$ cat src/rtl/iterative_booth_mul.sv
// Radix-4 Booth multiplier for RV32M MUL/MULH/MULHSU/MULHU.
// One Booth digit per cycle, 17 digits. Defining MUL_EARLY_EXIT_EN enables early exit.
module iterative_booth_mul (
    input  logic        clk,
    input  logic        reset,
    input  logic        valid,
    input  logic        flush_ex,
    input  logic [2:0]  funct3,
    input  logic [31:0] a,
    input  logic [31:0] b,
    output logic [31:0] y,
    output logic        done
);

`ifdef MUL_EARLY_EXIT_EN
    localparam bit EARLY_EXIT = 1'b1;
`else
    localparam bit EARLY_EXIT = 1'b0;
`endif

    typedef enum logic [1:0] {IDLE, CALC, DONE} state_t;

    state_t      state_reg;
    logic [65:0] acc_reg;
    logic [65:0] mcand_reg;
    logic [33:0] mplr_reg;
    logic        booth_reg;
    logic [4:0]  iter_reg;
    logic [31:0] y_reg;
    logic        done_reg;
    logic        hi_reg;

    logic        a_signed;
    logic        b_signed;
    logic [33:0] a_ext;
    logic [33:0] b_ext;
    logic [65:0] mcand_init;
    logic [65:0] addend;
    logic [65:0] acc_next;
    logic [33:0] mplr_next;
    logic        booth_next;
    logic        rest_zero;
    logic        last_digit;
    logic        abort;
    logic        unused_funct3;

    assign unused_funct3 = funct3[2];
    assign abort = !valid || flush_ex;

    always_comb begin
        a_signed   = (funct3[1:0] == 2'b01) || (funct3[1:0] == 2'b10);
        b_signed   = (funct3[1:0] == 2'b01);
        a_ext      = {{2{a_signed & a[31]}}, a};
        b_ext      = {{2{b_signed & b[31]}}, b};
        mcand_init = {{32{a_ext[33]}}, a_ext};
    end

    // Booth digit from {mplr[1:0], booth bit}: 0, +-M, +-2M.
    always_comb begin
        addend = '0;
        case ({mplr_reg[1:0], booth_reg})
            3'b001, 3'b010: addend = mcand_reg;
            3'b011:         addend = mcand_reg << 1;
            3'b100:         addend = ~(mcand_reg << 1) + 66'd1;
            3'b101, 3'b110: addend = ~mcand_reg + 66'd1;
            default:        addend = '0;
        endcase
    end

    always_comb begin
        acc_next   = acc_reg + addend;
        mplr_next  = {{2{mplr_reg[33]}}, mplr_reg[33:2]};
        booth_next = mplr_reg[1];
        // Remaining multiplier bits all equal means every later digit is zero.
        rest_zero  = (&{mplr_next, booth_next}) || !(|{mplr_next, booth_next});
        last_digit = (iter_reg == 5'd16) || (EARLY_EXIT && rest_zero);
    end

    always_ff @(posedge clk) begin
        if (reset) begin
            state_reg <= IDLE;
            acc_reg   <= '0;
            mcand_reg <= '0;
            mplr_reg  <= '0;
            booth_reg <= 1'b0;
            iter_reg  <= '0;
            y_reg     <= '0;
            done_reg  <= 1'b0;
            hi_reg    <= 1'b0;
        end else begin
            done_reg <= 1'b0;
            case (state_reg)
                IDLE: begin
                    if (valid && !flush_ex) begin
                        hi_reg    <= (funct3[1:0] != 2'b00);
                        acc_reg   <= '0;
                        iter_reg  <= '0;
                        booth_reg <= 1'b0;
                        if (a == 32'd0 || b == 32'd0) begin
                            mcand_reg <= '0;
                            mplr_reg  <= '0;
                            y_reg     <= '0;
                            done_reg  <= 1'b1;
                            state_reg <= DONE;
                        end else begin
                            mcand_reg <= mcand_init;
                            mplr_reg  <= b_ext;
                            state_reg <= CALC;
                        end
                    end
                end
                CALC: begin
                    if (abort) begin
                        acc_reg   <= '0;
                        mcand_reg <= '0;
                        mplr_reg  <= '0;
                        booth_reg <= 1'b0;
                        iter_reg  <= '0;
                        state_reg <= IDLE;
                    end else begin
                        acc_reg   <= acc_next;
                        mcand_reg <= mcand_reg << 2;
                        mplr_reg  <= mplr_next;
                        booth_reg <= booth_next;
                        iter_reg  <= iter_reg + 5'd1;
                        if (last_digit) begin
                            y_reg     <= hi_reg ? acc_next[63:32] : acc_next[31:0];
                            done_reg  <= 1'b1;
                            state_reg <= DONE;
                        end
                    end
                end
                DONE: begin
                    state_reg <= IDLE;
                    if (abort) begin
                        acc_reg   <= '0;
                        mcand_reg <= '0;
                        mplr_reg  <= '0;
                        booth_reg <= 1'b0;
                        iter_reg  <= '0;
                    end
                end
                default: state_reg <= IDLE;
            endcase
        end
    end

    assign y = y_reg;
    // An abort during the DONE cycle suppresses the pulse.
    assign done = done_reg && !abort;

endmodule

$ cat config.mk
export PLATFORM = sky130hd
export DESIGN_NAME = iterative_booth_mul
export DESIGN_NICKNAME = d
export VERILOG_FILES = /design/src/rtl/iterative_booth_mul.sv
export SDC_FILE = /design/constraint.sdc
export NUM_CORES = 1
export LEC_CHECK = 0
export ABC_AREA = 0
export BUFFER_PORTS_ARGS = -buffer_cell sky130_fd_sc_hd__buf_2
export CAP_MARGIN = 20
export CELL_PAD_IN_SITES_DETAIL_PLACEMENT = 1
export CELL_PAD_IN_SITES_GLOBAL_PLACEMENT = 1
export CORE_MARGIN = 2
export CORE_UTILIZATION = 30
export DETAILED_ROUTE_END_ITERATION = 8
export GPL_ROUTABILITY_DRIVEN = 0
export MAX_ROUTING_LAYER = met4
export PLACE_DENSITY_LB_ADDON = 0.08
export SLEW_MARGIN = 10
export SYNTH_ARGS = -nofsm -noshare
export SYNTH_HDL_FRONTEND = slang
export SYNTH_SLANG_ARGS = --single-unit
$ cat constraint.sdc
create_clock -name clk -period 17.2 [get_ports clk]
set_input_delay 3.44 -clock clk [delete_from_list [all_inputs] [get_ports clk]]
set_output_delay 3.44 -clock clk [all_outputs]
set_load 0.01 [all_outputs]
; Yosys cells after proc, flatten, opt, wreduce, memory -nomap -nowiden
; Cells that the tools add are included.
[word_totals]
word_cells = 95
input_bits = 71
out_inout_bits = 33
reg_bits = 208
[classes]
n_eq_ne = 18
n_bitwise = 4
n_reduce_logical = 21
n_mux = 38
n_addsub = 4
[op_table]
columns = operator, n
row1 = 66-bit 2-to-1 mux, 6
row2 = 66-bit case mux with 3 select lines, 2
row3 = 66-bit case mux with 4 select lines, 1
row4 = 32-bit 2-to-1 mux, 5
row5 = 34-bit 2-to-1 mux, 4
row6 = 66-bit by 1-bit adder with 66-bit output (second input constant), 2
row7 = 66-bit inverter, 2
row8 = 34-bit case mux with 3 select lines, 1
row9 = 66-bit adder, 1
row10 = 32-bit zero test, 2
row11 = 32-bit case mux with 2 select lines, 1
row12 = 5-bit 2-to-1 mux, 3
row13 = 5-bit case mux with 3 select lines, 1
row14 = 2-bit inequality test (second input constant), 6
row15 = 3-bit == test (second input constant), 3
row16 = 2-bit 2-to-1 mux, 4
row17 = 1-bit 2-to-1 mux, 7
row18 = 3-bit by 2-bit == test with 1-bit output (second input constant), 2
row19 = 5-bit by 1-bit adder with 5-bit output (second input constant), 1
row20 = 5-bit == test (second input constant), 1
row21 = 5-bit AND reduction, 1
row22 = 2-bit by 1-bit == test with 1-bit output (second input constant), 2
row23 = 2-bit == test (second input constant), 2
row24 = 2-bit case mux with 2 select lines, 1
row25 = other kinds (15), 24

; Depth between registers and ports, before layout
; Gate-level depths: netlist of run 1.
[depth]
depth_word = 8
mapped_depth = 24
mapped_depth_nobuf = 22

; Worst setup path after synthesis of run 1
; No wires, ideal clock.
[synth_path]
kind = in2out
start = in valid
end = out done
arrival_time_ps = 3940
cell_stages = 3
required_time_ps = 13760
slack_ps = 9820
n_path_buf = 1
path_cell_list = nor2b_1 clkbuf_1 and2_1
[synth_via]
elab_chain_cells = 4
[synth_rtl]
columns = element, line_no
row1 = from (decl), 6  ; input logic valid,
row2 = 1-bit zero test, 48  ; assign abort = !valid || flush_ex;
row3 = 1-bit logical OR, 48
row4 = 1-bit zero test, 150  ; assign done = done_reg && !abort;
row5 = 1-bit logical AND, 150
row6 = to (decl), 12  ; output logic done
; No other way between the ends.

; Worst setup path in the final report of run 1
[layout_path]
start = reg mcand_reg[0]
end = reg acc_reg[59]
[layout_via]
elab_chain_cells = 6
elab_cells_between_ends = 8
classes_between = add/sub (3) / mux (3) / bitwise (2)
[layout_rtl]
columns = element, line_no
row1 = from (decl), 25  ; logic [65:0] mcand_reg;
row2 = from (signal assigned), 106  ; mcand_reg <= mcand_init;
row3 = from (signal assigned), 122  ; mcand_reg <= mcand_reg << 2;
row4 = "66-bit inverter, on equally long branches", "65, 64"
row5 = "66-bit by 1-bit adder with 66-bit output, on equally long branches", "65, 64"
row6 = 66-bit case mux with 4 select lines (*), 61  ; case ({mplr_reg[1:0], booth_reg})
row7 = 66-bit adder (*), 71  ; acc_next = acc_reg + addend;
row8 = 66-bit 2-to-1 mux (*), 113  ; if (abort) begin
row9 = 66-bit case mux with 3 select lines (*), 92  ; case (state_reg)
row10 = to (signal assigned), 121  ; acc_reg <= acc_next;
row11 = to (decl), 24  ; logic [65:0] acc_reg;
; Mark *: on every way between the ends. The rest lies on a longest branch, timed or not.
; A chain may end at the register's enable or synchronous reset.

==> results of run 1 <==
-- critical path, cell delays in order, from the launching register on --
cell and delay (ns):
dfxtp_1 0.40, inv_1 0.12, ha_1 0.23, nor3b_1 0.63, nand4_1 0.51, nor4_1 0.65
nand3b_1 0.24, or3_1 0.44, nor4b_1 0.39, xnor2_1 0.15, a221oi_1 0.27, a31oi_1 0.11
ha_1 0.47, nand2_1 0.15, nor2_1 0.28, nand3_1 0.12, a2111oi_0 0.71, nor2_1 0.18
o21ai_0 0.58, a31oi_1 0.29, o31ai_1 0.39, xor2_1 0.48, a22o_1 0.20
-- power by group --
part	total (W)	internal [W]	leakage (nW)	switching [W]
Combinational	0.000661	0.000218	4.55	0.000442
Clock	0.000590	0.000351	0.443	0.000239
Sequential	0.000584	0.000513	1.67	0.0000718
Total	0.00184	0.00108	6.66	0.000753
-- cells by family (layout without fill, tap and decap cells) --
family,count (synthesis),after routing,share of synthesized area [%]
simple gates,742,742,22.5
buf+inv,239,222,5.95
fa+ha+maj,73,73,6.02
compound gates,640,640,28.4
flops,204,204,26.7
xor+xnor,157,157,8.99
mux,22,22,1.52
-- cell usage in the layout, fill, tap and decap left out, drive strengths merged, types with 14 or more instances in the layout --
master / instances
nor2: 230
a211oi: 22
a31oi: 37
o21bai: 14
a22oi: 68
nand3: 23
nand4: 30
a21oi: 151
a221oi: 94
nor4: 33
or3: 17
buf: 130
o21ai: 111
ha: 72
a22o: 24
dfxtp: 204
xor2: 55
clkbuf: 33
nand2: 217
inv: 45
xnor2: 102
nor3: 112
a21o: 33
-- per-stage QoR --
stage	power (W)	hold slack, ns	area [µm²]
2_1_floorplan	0.00103	0.432	15300
3_3_place_gp	0.00124	0.427	16200
3_5_place_dp	0.00125	0.436	16200
4_1_cts	0.00185	0.445	17100
5_1_grt	0.00194	0.468	17100
6_report	0.00184	0.439	17100
-- path summary, 6_finish.rpt --
path,end,slack (ns),cells after the start
worst max-delay path,acc_reg[59],9.13,22
worst min-delay path,y[13],0.44,2
worst max register to register,acc_reg[59],9.13,22
worst min register to register,y[13],0.44,2
-- layout make-up --
| class | count | area [µm²] |
|---|---|---|
| clock buffers | 33 | 749 |
| fillers | 6130 | 33200 |
| well taps | 672 | 841 |
| flip-flops and latches | 204 | 4090 |
| inverters | 46 | 173 |
| repair buffers | 130 | 723 |
| clock inverters | 13 | 149 |
| multi-input cells | 1634 | 10300 |
-- layer usage --
layer / up-vias / global-route usage, % / part of all wire, %
met4: 0 / 6.57 / 2.9
met5: - / - / 0
met3: 74 / 2.34 / 3.4
met1: 7733 / 35.1 / 51
li1: 7543 / - / -
met2: 289 / 35.3 / 43
-- synthesized netlist by cell type (5+ instances only) --
master    number
or2_2         10
nand4_1       30
or3_1         17
or4_1         12
clkbuf_1     170
buf_1         18
nor2b_1        6
o21ai_0      111
a22oi_1       68
a22o_1        24
o221ai_1       8
mux2_2        10
xnor2_1      102
a21boi_0       5
a211o_1        5
a21o_1        33
o21bai_1      14
o31ai_1       11
mux2i_1       12
nand3_1       22
nor4_1        33
nor3_1       111
nor2_1       230
nor3b_1        6
a221o_1        8
dfxtp_1      204
a31oi_1       37
a221oi_1      93
xor2_1        55
o21a_1         5
nand2_1      216
a311oi_1       5
o211ai_1      11
nand2b_1      13
a211oi_1      22
and2_1         8
a222oi_1       7
and3_1        13
a21oi_1      151
inv_1         45
ha_1          72
==> impl_metrics.csv, run 1 <==
group,metric,value,unit
run_status,status,"finished, final reports clean",
power,p_leak,6.66,nW
placement,io_buffer_count,102,
floorplan,num_rows,82,
worst_setup_path,startpoint,"mcand_reg[0]",
worst_setup_path,worst_setup_path_start_kind,"register",
placement,placed_cells,2686,
cts,cts_max_level,1,
global_route,overflow,0,
logic_synthesis,yosysUniqueCellTypes,66,
logic_synthesis,synth_area_leaders,"dfxtp_1 (27%), ha_1 (5.9%), xnor2_1 (5.8%)",
route,vias_per_cell,5.72,
timing,fin_setup_tns,0,ns
global_route,grt_pass1_wl,97.3,mm
route,num_vias,15600,
logic_synthesis,synth_area,15300,µm²
cts,cts_tree,"built",
power,power.density,108,nW/µm²
logic_synthesis,yosys_warnings,0,
worst_hold_path,min_path_type,"reg -> reg",
cts,numClockSinks,204,
floorplan,die_area,52800,µm²
worst_setup_path,endpoint_kind,"register",
cells_and_area,layout.nets,2186,
cts,numCtsBuffers,26,
logic_synthesis,syn_inst,2077,
timing,relSlewSlack,29.9,%
timing,worstMarginPinSlew,1.04,ns
cts,clock_path_buffers,3,
cells_and_area,diodes,0,
global_route,grt_max_degree,75,
route,postRouteAntennaNets,0,
logic_synthesis,synth_seq_cells,204,
cells_and_area,drive_above_1_share,10.4,%
timing,setup_violations,0,
placement,hpwl,46.7,mm
global_route,antenna_found_initial,0,
timing,skew,0.0133,ns
flow_run,maxCapViolations,0,
power,max-vdd-ir-drop,0.0000723,V
floorplan,pin_count,104,
cells_and_area,finalCoreUtilization,34.0,%
timing,hold_viol,0,
cts,cts_hold_buf,0,
floorplan,dieWidth,230,µm
logic_synthesis,async_flop_share,0,%
timing,layout_setup_ws,9.13,ns
cts,postCtsResizedCells,0,
floorplan,core,50300,µm²
worst_setup_path,r2r_start,"mcand_reg[0]",
global_route,grt_use_total,24.1,%
logic_synthesis,synth_edf_count,0,
route,dr.pass1.iters,7,
logic_synthesis,synth_flop_cell,"dfxtp_1",
timing,slew_violations,0,
cells_and_area,fin_cells,2732,
worst_hold_path,hp-start,"y[13]",
global_route,grt_pass1_vias,15600,
placement,pre_cts_slack,9.20,ns
floorplan,dieHeight,230,µm
timing,rsz0062_at_grt,"false",
route,routed_wl,63.0,mm
timing,period_needed,8.07,ns
cts,postCtsSetupBuffers,0,
timing,finalCritPeriodShare,46.9,%
worst_setup_path,worstSetupPathType,"reg -> reg",
logic_synthesis,syn_area_per_cell,7.36,µm²
logic_synthesis,ys_seq_area_share,26.7,%
worst_setup_path,path_max_fanout,7,
logic_synthesis,synth_top_area_cell,"dfxtp_1",
cells_and_area,area_growth,11.6,%
worst_setup_path,cp.arrival,8.58,ns
worst_setup_path,worstPathRequired,17.71,ns
cts,clkLatencyLatePin,0.57,ns
cts,clock_tree.root_cell,"clkbuf_16",
cts,clk_pin_slew,0.06,ns
logic_synthesis,synth_top_area_share,26.7,%
route,drcViolationCount,0,
floorplan,initial_utilization,30.4,%
timing,fmax,124,MHz
logic_synthesis,synth_fp_nets,2221,
route,wl_per_cell,23.1,µm
route,drt_iter0_drc,1081,
Power figures use the tool's default switching activity.
==> run 2, diff against run 1 <==
- clock period: 17.2 -> 7.05 ns (I/O delays scaled with it)
==> run 2 against run 1 <==
Effect of this change:
- die area is the same
- wire length up 1.1%
- sequential cell count unchanged
- count of clock-buffer cells in the layout rose by 4
- hold slack worse by 0.0064 ns
- sequential power up 140%
- first-iteration DRC count fell by 16%
==> impl_metrics.csv, run 2 (synthesis gave the netlist of run 1 again) <==
group,metric,value,unit
run_status,status,"finished, final reports clean",
floorplan,initial_utilization,30.4,%
global_route,overflow,0,
timing,period_needed,6.23,ns
timing,fin_setup_tns,0,ns
floorplan,die_area,52800,µm²
worst_setup_path,path_common_cell,"buf_4",
floorplan,num_rows,82,
worst_hold_path,min_path_type,"reg -> reg",
cells_and_area,layout.nets,2205,
worst_setup_path,reg2reg_depth,26,
worst_setup_path,cpLargestDelayFamily,"simple AND/OR/NAND/NOR gates",
timing,fmax,160,MHz
worst_setup_path,path_max_fanout,6,
timing,slew_violations,0,
cts,postCtsSetupBuffers,0,
floorplan,pin_count,104,
route,vias_per_cell,5.79,
power,max-vdd-ir-drop,0.000160,V
cells_and_area,fin_cells,2753,
worst_setup_path,rrSetupSlack,0.82,ns
cts,cts_max_level,1,
cts,clkLatencyLatePin,0.57,ns
worst_hold_path,hp-start,"y[16]",
floorplan,core,50300,µm²
worst_setup_path,cp.arrival,6.74,ns
cells_and_area,area_growth,12.9,%
worst_setup_path,r2r_start,"mcand_reg[1]",
timing,relSlewSlack,33.0,%
worst_setup_path,worst_setup_path_start_kind,"register",
floorplan,dieWidth,230,µm
cells_and_area,final_cell_mix,"nor2_1 (226), nand2_1 (215), dfxtp_1 (201)",
placement,placed_cells,2704,
global_route,antenna_found_initial,0,
placement,io_buffer_count,102,
cells_and_area,diodes,0,
cts,cts_hold_buf,0,
power,p_leak,6.76,nW
cts,cts_tree,"built",
route,drcViolationCount,0,
cts,clock_tree.root_cell,"clkbuf_16",
timing,worstMarginPinSlew,0.991,ns
worst_setup_path,reg2reg_to,"acc_reg[59]",
global_route,grt_use_total,24.5,%
timing,hold_viol,0,
route,postRouteAntennaNets,0,
global_route,grt_pass1_wl,99.3,mm
route,routed_wl,63.7,mm
worst_setup_path,worstSetupPathType,"reg -> reg",
cells_and_area,final_common_cell,"nor2_1",
route,drt_iter0_drc,903,
global_route,grt_max_degree,78,
cells_and_area,finalCoreUtilization,34.3,%
worst_setup_path,cp_num_cells,26,
route,num_vias,15900,
cts,clk_pin_slew,0.06,ns
route,wl_per_cell,23.1,µm
cts,clock_path_buffers,3,
floorplan,dieHeight,230,µm
timing,finalCritPeriodShare,88.4,%
flow_run,maxCapViolations,0,
worst_setup_path,endpoint_kind,"register",
worst_setup_path,crit_path_top_delay_cell,"ha_1",
cts,postCtsResizedCells,0,
worst_setup_path,worst_path_largest_cell_delay,0.46,ns
worst_setup_path,worstPathRequired,7.56,ns
worst_setup_path,crit_buf_inv,5,
placement,hpwl,47.4,mm
worst_hold_path,min_path_cells,2,
cells_and_area,drive_above_1_share,11.2,%
global_route,grt_pass1_vias,15900,
worst_hold_path,holdPathEnd,"y[16]",
cts,numClockSinks,204,
route,dr.pass1.iters,4,
power,power.density,264,nW/µm²
timing,skew,0.0265,ns
cts,numCtsBuffers,27,
timing,setup_violations,0,
timing,rsz0062_at_grt,"false",
## run 2: changes by cell type in the layout (fill, tap and decap cells not counted), sizes merged
cell	before	now
inv	45	46
clkbuf	33	37
buf	130	148
bufinv	3	4
clkinvlp	2	3
clkinv	9	5
## run 2: worst max-delay path by stage
stage	from	endpoint	slack, ns
finish	mcand_reg[1]	acc_reg[59]	0.82
global placement	mcand_reg[1]	acc_reg[59]	0.84
global route	mcand_reg[1]	acc_reg[59]	0.22
CTS	mcand_reg[25]	y[25]	0.86
detailed placement	mcand_reg[25]	y[24]	0.87
floorplan	mcand_reg[1]	acc_reg[59]	1.61
## run 2: worst min-delay path: stages, from the launching register on
cell	delay [ns]
dfxtp_1	0.30
nand2_1	0.05
nand2_1	0.04
## run 2: layout make-up
class	instances	area, µm²
clock inverter	12	175
inverter	46	173
fill	6161	33000
timing repair buffer	148	858
multi-input combinational	1634	10300
sequential	204	4090
clock buffer	37	785
tap	672	841
## run 2: metrics by stage
stage / hold slack [ns] / total power (W) / setup slack, ns / cell area (µm²)
6_report: 0.432 / 0.00456 / 0.819 / 17300
5_1_grt: 0.445 / 0.00482 / 0.223 / 17300
4_1_cts: 0.437 / 0.00459 / 0.857 / 17300
3_5_place_dp: 0.427 / 0.00306 / 0.866 / 16300
3_3_place_gp: 0.423 / 0.00303 / 0.842 / 16300
2_1_floorplan: 0.432 / 0.00250 / 1.61 / 15300
## run 2: metal layers
metal	vias to the layer above	wire length, µm	GRT usage, %
met2	271	28000	37.6
met5	-	0	-
met4	0	1160	4.27
met1	7999	32500	35.3
li1	7612	-	-
met3	56	1970	2.03
## run 2: power breakdown
group	leakage, nW	total, W	internal, W	switching (W)
Combinational	4.63	0.00163	0.000545	0.00109
Clock	0.463	0.00150	0.000923	0.000581
Sequential	1.67	0.00143	0.00125	0.000177
Total	6.76	0.00456	0.00272	0.00185
==> run 3, diff against run 2 <==
- CTS_BUF_LIST: not set -> sky130_fd_sc_hd__clkbuf_2 sky130_fd_sc_hd__clkbuf_4 sky130_fd_sc_hd__clkbuf_8
==> run 3 against run 2 <==
Effect of this change:
- count of clock-buffer cells in the layout rose by 30
- non-clock buffer count did not move
- power fell by 3.1%
- critical path type unchanged
- global-route usage rose by 0.27 points
- critical endpoint is now y[25]
- largest power group unchanged
- clock power fell by 9%
- via count barely moved
- worst setup slack got worse by 0.028 ns
- maximum frequency fell by 0.44%
==> impl_metrics.csv, run 3 (synthesis gave the netlist of run 1 again) <==
group,metric,value,unit
timing,period_needed,6.26,ns
timing,skew,0.0327,ns
floorplan,num_rows,82,
run_status,status,"finished, final reports clean",
cts,numClockSinks,204,
cts,cts_max_level,2,
route,dr.pass1.iters,5,
worst_setup_path,worst_setup_path_start_kind,"register",
cts,clock_tree.root_cell,"clkbuf_8",
cts,clock_path_buffers,3,
timing,layout_setup_ws,0.792,ns
power,cell_internal_pwr,0.00257,W
global_route,antenna_found_initial,3,
timing,worstMarginPinSlew,0.998,ns
cts,clk_pin_slew,0.06,ns
cts,cts_tree,"built",
timing,relSlewSlack,32.5,%
cells_and_area,finalCoreUtilization,34.2,%
timing,slew_violations,0,
worst_setup_path,startpoint,"mcand_reg[25]",
floorplan,dieWidth,230,µm
power,combinationalPowerShare,36.9,%
power,power_frac_clock,30.8,%
timing,setup_violations,0,
floorplan,pin_count,104,
worst_setup_path,cp.arrival,6.76,ns
worst_setup_path,worstPathRequired,7.55,ns
cts,postCtsSetupBuffers,0,
worst_setup_path,reg2reg_depth,21,
worst_setup_path,reg2reg_to,"y[25]",
cts,numCtsBuffers,43,
cells_and_area,area_growth,12.5,%
power,p_switching,0.00185,W
worst_setup_path,rrSetupSlack,0.79,ns
floorplan,dieHeight,230,µm
worst_setup_path,crit_end,"y[25]",
worst_setup_path,r2r_start,"mcand_reg[25]",
timing,rsz0062_at_grt,"false",
route,drcViolationCount,0,
route,wl_per_cell,23.0,µm
power,power_switching_share,41.9,%
global_route,grt_pass1_wl,99.4,mm
cts,clkLatencyLatePin,0.63,ns
worst_setup_path,worstSetupPathType,"reg -> reg",
cts,cts_hold_buf,0,
global_route,overflow,0,
power,p_leak,6.79,nW
global_route,grt_max_degree,78,
placement,io_buffer_count,102,
flow_run,maxCapViolations,0,
timing,hold_viol,0,
timing,finalCritPeriodShare,88.8,%
cts,postCtsResizedCells,0,
timing,worst_hold_slack,0.432,ns
global_route,grt_use_total,24.7,%
timing,fmax,160,MHz
floorplan,initial_utilization,30.4,%
cells_and_area,final_cell_mix,"nor2_1 (226), nand2_1 (215), dfxtp_1 (201)",
power,power.density,257,nW/µm²
cells_and_area,drive_above_1_share,12.6,%
worst_setup_path,endpoint_kind,"register",
route,vias_per_cell,5.72,
route,routed_wl,64.0,mm
cells_and_area,fin_cells,2784,
worst_setup_path,path_max_fanout,9,
route,drt_iter0_drc,921,
worst_hold_path,min_path_type,"reg -> reg",
placement,pre_cts_slack,0.866,ns
global_route,grt_pass1_vias,16000,
power,max-vdd-ir-drop,0.000107,V
cells_and_area,final_common_cell,"nor2_1",
power,pwr-share-seq,32.3,%
placement,placed_cells,2704,
cells_and_area,layout.nets,2221,
route,num_vias,15900,
placement,hpwl,47.4,mm
floorplan,core,50300,µm²
route,postRouteAntennaNets,0,
timing,fin_setup_tns,0,ns
floorplan,die_area,52800,µm²
## run 3: cell count changes in the layout (fill, tap and decap cells not counted), sizes merged
cell,delta
clkinvlp,-2
clkbuf,+30
diode,+3
bufinv,-3
clkinv,+3
## run 3: power groups by stage
stage | registers (W) | logic [W] | clock network [W]
after floorplan | 0.00132 | 0.00118 | 0
after global routing | 0.00145 | 0.00178 | 0.00147
after detailed placement | 0.00145 | 0.00161 | 0
after global placement | 0.00145 | 0.00158 | 0
after CTS | 0.00143 | 0.00162 | 0.00141
final | 0.00143 | 0.00163 | 0.00136
## run 3: worst max-delay path: stages (launching register included)
cell and delay (ns):
dfxtp_1 0.42, or4_1 0.59, or4_1 0.43, or4_1 0.64, nor3_4 0.44, nand2_1 0.24
nor2_1 0.20, xor2_1 0.17, a21oi_1 0.08, a22oi_1 0.14, a21oi_1 0.12, ha_1 0.38
a21oi_1 0.26, nor2b_1 0.07, o21ai_0 0.16, nand2b_1 0.10, a2111oi_0 0.65, o31a_1 0.21
o221ai_1 0.24, xor2_1 0.25, a222oi_1 0.29, inv_1 0.07
## run 3: per-layer routing
metal / vias to the layer above / share of wire, % / GRT usage (%)
li1: 7633 / - / -
met1: 7900 / 50 / 34.6
met2: 316 / 43 / 36.5
met3: 88 / 3.8 / 4.08
met4: 0 / 2.7 / 7.12
met5: - / 0 / -
## run 3: worst min path at each step
stage / from / to / slack, ns / cells past startpoint
2_1_floorplan: acc_reg[30] / acc_reg[30] / 0.43 / 2
3_3_place_gp: y[16] / y[16] / 0.42 / 2
3_5_place_dp: y[16] / y[16] / 0.43 / 2
4_1_cts: y[16] / y[16] / 0.44 / 2
5_1_grt: y[16] / y[16] / 0.45 / 2
6_report: y[16] / y[16] / 0.43 / 2
## run 3: stage by stage
step	power [W]	instance area, µm²
4_1_cts	0.00446	17200
5_1_grt	0.00470	17200
3_5_place_dp	0.00306	16300
6_report	0.00442	17200
2_1_floorplan	0.00250	15300
3_3_place_gp	0.00303	16300
## run 3: final cells by class
class / count / area, µm²
antenna: 3 / 7.51
clock buffer: 67 / 816
clock inverter: 10 / 81.3
fill: 6192 / 33100
inverter: 46 / 173
multi-input combinational: 1634 / 10300
sequential: 204 / 4090
tap: 672 / 841
timing repair buffer: 148 / 858
